**src/rtl/fifo_wr_arbiter.sv**
```systemverilog
// Round-robin write arbiter: N valid/ready requesters share one FIFO write port,
// each grant holds for up to BURST beats, and every beat is tagged with its requester index.
module fifo_wr_arbiter #(
  parameter int N     = 4,
  parameter int W     = 10,
  parameter int TW    = 2,
  parameter int D     = 2,
  parameter int BURST = 4
) (
  input  logic              clk,
  input  logic              rst,
  input  logic [N-1:0]      req_valid,
  input  logic [N*W-1:0]    req_data,
  output logic [N-1:0]      req_ready,
  input  logic [N-1:0]      en_mask,
  output logic              fifo_wr,
  output logic [TW+W-1:0]   fifo_wrdata,
  input  logic              fifo_full,
  input  logic [D:0]        fifo_data_count,
  output logic [TW-1:0]     grant_id,
  output logic              busy,
  output logic [15:0]       stall_cnt
);

  localparam int BW = $clog2(BURST + 1);

  typedef enum logic {
    S_IDLE,
    S_BURST
  } state_e;

  state_e          state_q, state_d;
  logic [TW-1:0]   grant_q, grant_d;
  logic [TW-1:0]   last_q, last_d;
  logic [BW-1:0]   beat_q, beat_d;
  logic [15:0]     stall_q, stall_d;
  logic [TW+W-1:0] wrdata_q, wrdata_d;

  logic [N-1:0]    cand_s;
  logic [N-1:0]    ready_s;
  logic            full_s;
  logic            found_s;
  logic [TW-1:0]   win_s;
  logic            xfer_s;

  // Next-state, winner search and combinational write handshake
  always_comb begin
    state_d  = state_q;
    grant_d  = grant_q;
    last_d   = last_q;
    beat_d   = beat_q;
    stall_d  = stall_q;
    wrdata_d = wrdata_q;
    ready_s  = '0;
    found_s  = 1'b0;
    win_s    = '0;
    xfer_s   = 1'b0;
    cand_s   = req_valid & en_mask;
    // an occupancy at full depth blocks writes even if the flag lags
    full_s   = fifo_full | (fifo_data_count >= (D+1)'(2**D));

    case (state_q)
      S_IDLE: begin
        // k runs 1..N so the previous winner is considered last
        for (int k = 1; k <= N; k++) begin
          if (!found_s && cand_s[(int'(last_q) + k) % N]) begin
            found_s = 1'b1;
            win_s   = TW'((int'(last_q) + k) % N);
          end
        end
        if (found_s) begin
          grant_d = win_s;
          beat_d  = '0;
          state_d = S_BURST;
        end else begin
          state_d = S_IDLE;
        end
      end
      S_BURST: begin
        ready_s[grant_q] = ~full_s & en_mask[grant_q];
        xfer_s           = req_valid[grant_q] & ready_s[grant_q];
        if (xfer_s) begin
          wrdata_d = {grant_q, req_data[int'(grant_q)*W +: W]};
          beat_d   = beat_q + BW'(1);
        end else begin
          wrdata_d = wrdata_q;
        end
        if ((xfer_s && (beat_q == BW'(BURST - 1))) || !req_valid[grant_q] || !en_mask[grant_q]) begin
          state_d = S_IDLE;
          last_d  = grant_q;
        end else begin
          state_d = S_BURST;
        end
        if (req_valid[grant_q] && full_s && (stall_q != 16'hFFFF)) begin
          stall_d = stall_q + 16'd1;
        end else begin
          stall_d = stall_q;
        end
      end
      default: begin
        state_d = S_IDLE;
      end
    endcase
  end

  // State and datapath registers with synchronous reset
  always_ff @(posedge clk) begin
    if (rst) begin
      state_q  <= S_IDLE;
      grant_q  <= '0;
      last_q   <= TW'(N - 1);
      beat_q   <= '0;
      stall_q  <= 16'd0;
      wrdata_q <= '0;
    end else begin
      state_q  <= state_d;
      grant_q  <= grant_d;
      last_q   <= last_d;
      beat_q   <= beat_d;
      stall_q  <= stall_d;
      wrdata_q <= wrdata_d;
    end
  end

  // Handshake is suppressed while reset is held so nothing is written in that cycle
  assign req_ready   = rst ? '0 : ready_s;
  assign fifo_wr     = xfer_s & ~rst;
  assign fifo_wrdata = fifo_wr ? wrdata_d : wrdata_q;
  assign grant_id    = grant_q;
  assign busy        = (state_q == S_BURST);
  assign stall_cnt   = stall_q;

endmodule

```
**config.mk**
```make
export PLATFORM = sky130hd
export DESIGN_NAME = fifo_wr_arbiter
export DESIGN_NICKNAME = d
export VERILOG_FILES = /design/src/rtl/fifo_wr_arbiter.sv
export SDC_FILE = /design/constraint.sdc
export NUM_CORES = 1
export LEC_CHECK = 0
export BUFFER_PORTS_ARGS = -buffer_cell sky130_fd_sc_hd__buf_2
export CAP_MARGIN = 15
export CORE_ASPECT_RATIO = 0.7
export CORE_MARGIN = 3
export CORE_UTILIZATION = 49
export CTS_CLUSTER_DIAMETER = 100
export DETAILED_ROUTE_END_ITERATION = 8
export GPL_TIMING_DRIVEN = 0
export PLACE_DENSITY_LB_ADDON = 0.08
export SLEW_MARGIN = 20
export SYNTH_ARGS = -nofsm -noshare
export SYNTH_HDL_FRONTEND = slang
export SYNTH_SLANG_ARGS = --single-unit
```
**constraint.sdc**
```tcl
create_clock -name clk -period 2.3 [get_ports clk]
set_input_delay 0.345 -clock clk [delete_from_list [all_inputs] [get_ports clk]]
set_output_delay 0.345 -clock clk [all_outputs]
set_load 0.02 [all_outputs]
```
* After elaboration in Yosys (flattened, before gate mapping) *
Cells that the tools add are included.

cells by class
  multiplexer cells = 44
  add/sub/neg operators = 6
  reduce and logical (&&, ||, !) cells = 22
  bitwise logic cells = 13
  equal/unequal tests = 4
  shifts and indexed selects = 1
  multiply operators = 1
  magnitude comparators = 7

operators by type and width
  kind                     count
  $shiftx A40 B7 Y10       1
  $mux W12                 3
  $mux W1                  23
  $add A16 B1 Y16 const B  1
  $lt A3 B4 Y1 const B     4
  $ne A16 B16 Y1 const B   1
  $bmux W1 S2              7
  $and A4 B4 Y4            2
  $mux W2                  4
  $mux W4                  2
  $reduce_and A2 Y1        4
  $reduce_or A2 Y1         4
  $logic_and A1 B1 Y1      7
  $mux W3                  2
  $pmux W3 S2              1
  $logic_not A1 Y1         5
  $mul A2 B3 Y5 const B    1
  $add A2 B1 Y2 const B    2
  $add A2 B2 Y2 const B    2
  $and A1 B1 Y1 const A    4
  $add A3 B1 Y3 const B    1
  $and A1 B1 Y1            3
  $eq A3 B2 Y1 const B     1
  $ge A3 B3 Y1 const B     1
  9 further kinds          12

word-level totals
  register bits after elaboration = 36
  input bits = 54
  output and inout port bits = 36

* Longest topological paths before layout *
  depth after elaboration = 22
  gate-level depth with buffers = 6
  mapped depth without buffers = 6

* Least setup slack after synthesis *
Ideal clock, no wire load.

  path type = register -> output
  start = register grant_q[0] (netlist: grant_id[0])
  end = output fifo_wrdata[0]
  cell stages (with the launch flop) = 5
  data arrival time = 2.008 ns
  required time = 1.955 ns
  buffers on the path = 1
  setup slack = -0.053 ns
  cell sequence = dfxtp_1 mux4_2 nor2b_4 clkbuf_1 o21ai_0

between the ends
  word-level cells in the longest chain between the ends = 11

RTL lines
  what                                                                       line  source
  start, declared                                                            33    logic [TW-1:0] grant_q, grant_d;
  start signal, assigned                                                     117   grant_q <= grant_d;
  $lt A2 B3 Y1 (not written as such) / $ge A2 B1 Y1 (equally long branches)  80    ready_s[grant_q] = ~full_s & en_mask[grant_q];
  $logic_and A1 B1 Y1 (not written as such)                                  80
  $mux W1 (not written as such)                                              80
  $demux W1 S2                                                               80
  $and A4 B4 Y4 (no line)                                                    --
  $bmux W1 S2                                                                81    xfer_s = req_valid[grant_q] & ready_s[grant_q];
  $mux W1 (not written as such)                                              81
  $and A1 B1 Y1 (*)                                                          81
  $mux W1 (*)                                                                62    case (state_q)
  $and A1 B1 Y1 (*)                                                          127   assign fifo_wr = xfer_s & ~rst;
  net fifo_wr                                                                16    output logic fifo_wr,
  $mux W12 (*)                                                               128   assign fifo_wrdata = fifo_wr ? wrdata_d : wrdata_q;
  end, declared                                                              17    output logic [TW+W-1:0] fifo_wrdata,

Mark *: on every way through the listed nets, which the timed path passes. The rest lies on a longest branch. The select of a mux whose other input is x is not followed.

* Final worst setup path *
  start = register grant_q[0] (netlist: grant_id[0])
  end = output fifo_wrdata[10]

between the ends
  word-level cells in the longest chain between the ends = 11

RTL lines
  what                                                                       line
  $lt A2 B3 Y1 (not written as such) / $ge A2 B1 Y1 (equally long branches)  80
  $logic_and A1 B1 Y1 (not written as such)                                  80
  $mux W1 (not written as such)                                              80
  $demux W1 S2                                                               80
  $and A4 B4 Y4 (no line)                                                    --
  $bmux W1 S2                                                                81
  $mux W1 (not written as such)                                              81
  $and A1 B1 Y1                                                              81
  $mux W12 / $mux W1 (equally long branches)                                 82, 62
  $mux W12 / $and A1 B1 Y1 (equally long branches)                           62, 127
  $mux W12 (*)                                                               128

Every way passes the cells marked *; elsewhere a longest branch is shown, timed or not. The select of a mux whose other input is x is not followed.

==> key figures <==
CTS
  • Clk root buf: clkbuf_8
  • Worst skew pair latency: 0.29 ns
  • CTS Buffer Depth: 2
  • Clock-pin slew on the worst setup and hold paths: 0.08 ns
  • CTS tree: yes
  • CTS HTree Levels: 2
  • Cts-stage hold buffer count: 0
  • Clock buffer count from CTS: 5
  • Clock tree sinks: 36

Synth
  • Multiplexer area fraction after synthesis: 16.4%
  • Post-synth cell types: 47
  • Largest area contributor in the netlist: dfxtp_1
  • EDFF count, synth: 0
  • Simple-gate portion of the synthesized area: 28.8%
  • Xor-xnor portion of the synthesized cell area: 2.72%
  • Syn Area/Cell: 8.89 sq um
  • Top FF cell, synth: dfxtp_1
  • Async set or reset register ratio after synthesis: 0%
  • Ys Warns: 0
  • Largest family of logic cells by synthesized area: simple AND/OR/NAND/NOR gates
  • Syn nets: 311
  • Fraction of the mapped netlist area in adder cells: 1.66%
  • Area contributors post-synth: dfxtp_1 32%, mux4_1 7.0%, nand2_1 6.0%, mux4_2 5.0%, o21ai_0 4.2%
  • Most frequent cells after synthesis: 36 x dfxtp_1, 36 x nand2_1, 23 x nor2_1, 19 x o21ai_0, 15 x inv_1
  • Synth top area share: 31.9%
  • Complex-gate fraction of the synthesized area: 13.1%
  • Seq/Total Area, Yosys: 31.9%
  • Post-Syn Area: 2260 sq um
  • Syn Inst Count: 254
  • Synth Register Bits: 36

Timing
  • Worst Skew: 0.00672 ns
  • Max Freq: 0.442 GHz
  • RSZ-0062 raised after global routing: true
  • Max-slew violation count: 0
  • Fin. Hold Viols: 0
  • Finish-stage setup viols: 0
  • Final min period: 2.26 ns
  • Worst-Margin Slew: 0.661 ns
  • Rel. slew slack: 55.6%
  • Post-route clock period utilization: 98.4%

Finish
  • Fillers: 355
  • Antenna diodes: 0
  • Area grow syn2layout: 29.3%
  • Layout cells sized above 1: 37.7%
  • End-of-flow core utilization: 70.2%
  • Multi-input logic area: 1420 sq um
  • Nets: 411
  • Final Non-Filler Cells: 407
  • Cell area after layout: 2920 sq um
  • Reg area: 726 sq um

Drt
  • DR iter-0 viols: 99
  • Post-route DRC violation count: 0
  • Drt first pass iters: 4
  • Total wire length: 6090 microns
  • Vias: 2277
  • Routed vias/inst: 5.59
  • ANT nets after route: 0
  • Wire per inst: 15.0 microns

Global routing
  • GRT Max-Usage Layer: met2
  • Initial antenna violation count: 0
  • First-pass GRT wire length: 9760 microns
  • Largest net degree at the start of global routing: 13
  • Total GRT Usage: 22.2%
  • Number of global-route vias before repair: 2097
  • Met1 usage in global routing: 31.5%
  • M2 GR Usage: 34.6%
  • Global route overflow: 0
  • Met3 Track Usage GR: 4.08%

Critical path
  • Type of origin of the critical path: flop
  • Worst reg2reg path startpoint: grant_id[0]$_SDFFE_PP0P_
  • Crit path capture type: primary output
  • Worst setup startpoint: grant_id[0]$_SDFFE_PP0P_
  • Crit path arrival time: 1.92 ns
  • Setup CP Type: reg2out
  • CP Max Fanout: 5
  • CP Data Required Time: 1.96 ns

Die
  • Core ar.: 4160 sq um
  • IO Count: 90
  • Initial Util: 54.3%
  • Chip width: 87.1 microns
  • Die Y: 62.8 microns
  • Die ar.: 5470 sq um
  • Rows: 19

Placement
  • # port buffers: 87
  • Area after DPL: 2760 sq um
  • Post-placement cell count: 393
  • HPWL after DPL: 4630 microns
  • Placer congestion estimate: 0.882

Run status
  • Status: complete, no violations

Min path
  • Critical hold path startpoint: rst
  • Hold Path Class: in2reg

Flow run
  • Max-cap violations: 0

Pwr
  • VDD IR max: 0.386 mV
  • Pleak: 1.29 nW
  • PwrDens: 489 nW/um^2
[what timing repair did]
item / CTS / global route
cloned: 0 / 1
gates resized for setup: 10 / 12
setup buffers: 2 / 3
setup endpoints to repair: 14 / 10
[critical path, stage by stage (launching register included)]
cell     delay [ns]
dfxtp_4        0.37
mux4_2         0.52
nor2b_4        0.17
buf_6          0.14
mux2_4         0.29
buf_6          0.13
[kinds of logic (layout without fill, tap and decap cells)]
family                   count (synthesis)  in the layout
multiplexers                            20             20
buffers and inverters                   28            129
flip-flops                              36             36
XOR/XNOR                                 7              7
adder cells (fa/ha/maj)                  3              3
AND/OR/NAND/NOR                        117            117
AO/OA/AOI/OAI                           43             43
[final cells by class]
class                      instances  area share [%]
clock inverter                     3           0.643
clock buffer                       5            2.36
multi-input combinational        190            48.5
inverter                          15            1.93
sequential                        36            24.9
tap                               52            2.23
buffer                            13            2.87
timing repair buffer              93            16.6
[cells in the final DEF (no fill, tap or decap), drive strengths merged, types with 3 or more instances in the layout]
master  count
o211ai      3
clkinv      3
nand3b     10
inv        15
a21oi       8
nand4       6
mux2        4
ha          3
nor3        7
mux4       11
nor2b       5
mux2i       5
clkbuf     12
o21ai      19
nand3      10
xnor2       7
buf        99
or3         4
nor2       23
dfxtp      36
nand4b      3
nand2      36
or4         3
and2        4
[metal layers]
layer  up-vias  part of all wire, %
li1       1123                    -
met1      1086                   49
met2        61                   44
met3         7                  5.9
met4         0                 0.85
met5         -                    0
[power breakdown]
part           switching (mW)  internal, mW  total (mW)
registers              0.0152         0.639       0.654
clock network           0.250         0.211       0.461
logic                   0.153         0.158       0.311
total                   0.418          1.01        1.43
[worst paths after layout]
| path | endpoint | slack, ns | depth (start not counted) |
|---|---|---|---|
| setup / recovery | fifo_wrdata[10] | 0.04 | 5 |
| hold / removal | stall_cnt[9]$_SDFFE_PP0P_ | 0.41 | 4 |
| setup reg to reg | wrdata_q[4]$_SDFF_PP0_ | 0.31 | 8 |
| hold reg to reg | wrdata_q[9]$_SDFF_PP0_ | 0.47 | 2 |
[through the flow]
step / setup WS [ns] / TNS [ns] / power (mW) / hold WS [ns]
global route: -0.00628 / -0.00911 / 1.49 / 0.446
floorplan: -0.0528 / -0.475 / 0.861 / 0.450
global placement: -0.179 / -1.56 / 0.954 / 0.461
CTS: 0.00000977 / 0 / 1.42 / 0.407
finish: 0.0358 / 0 / 1.43 / 0.410
detailed placement: -0.155 / -1.34 / 0.957 / 0.466
[sequential cells by signal, summed over array words and instances, names as in the netlist]
name / count
beat_q: 3
wrdata_q: 12
last_q: 2
stall_cnt: 16
busy: 1
grant_id: 2
(Power assumes the default switching activity.)
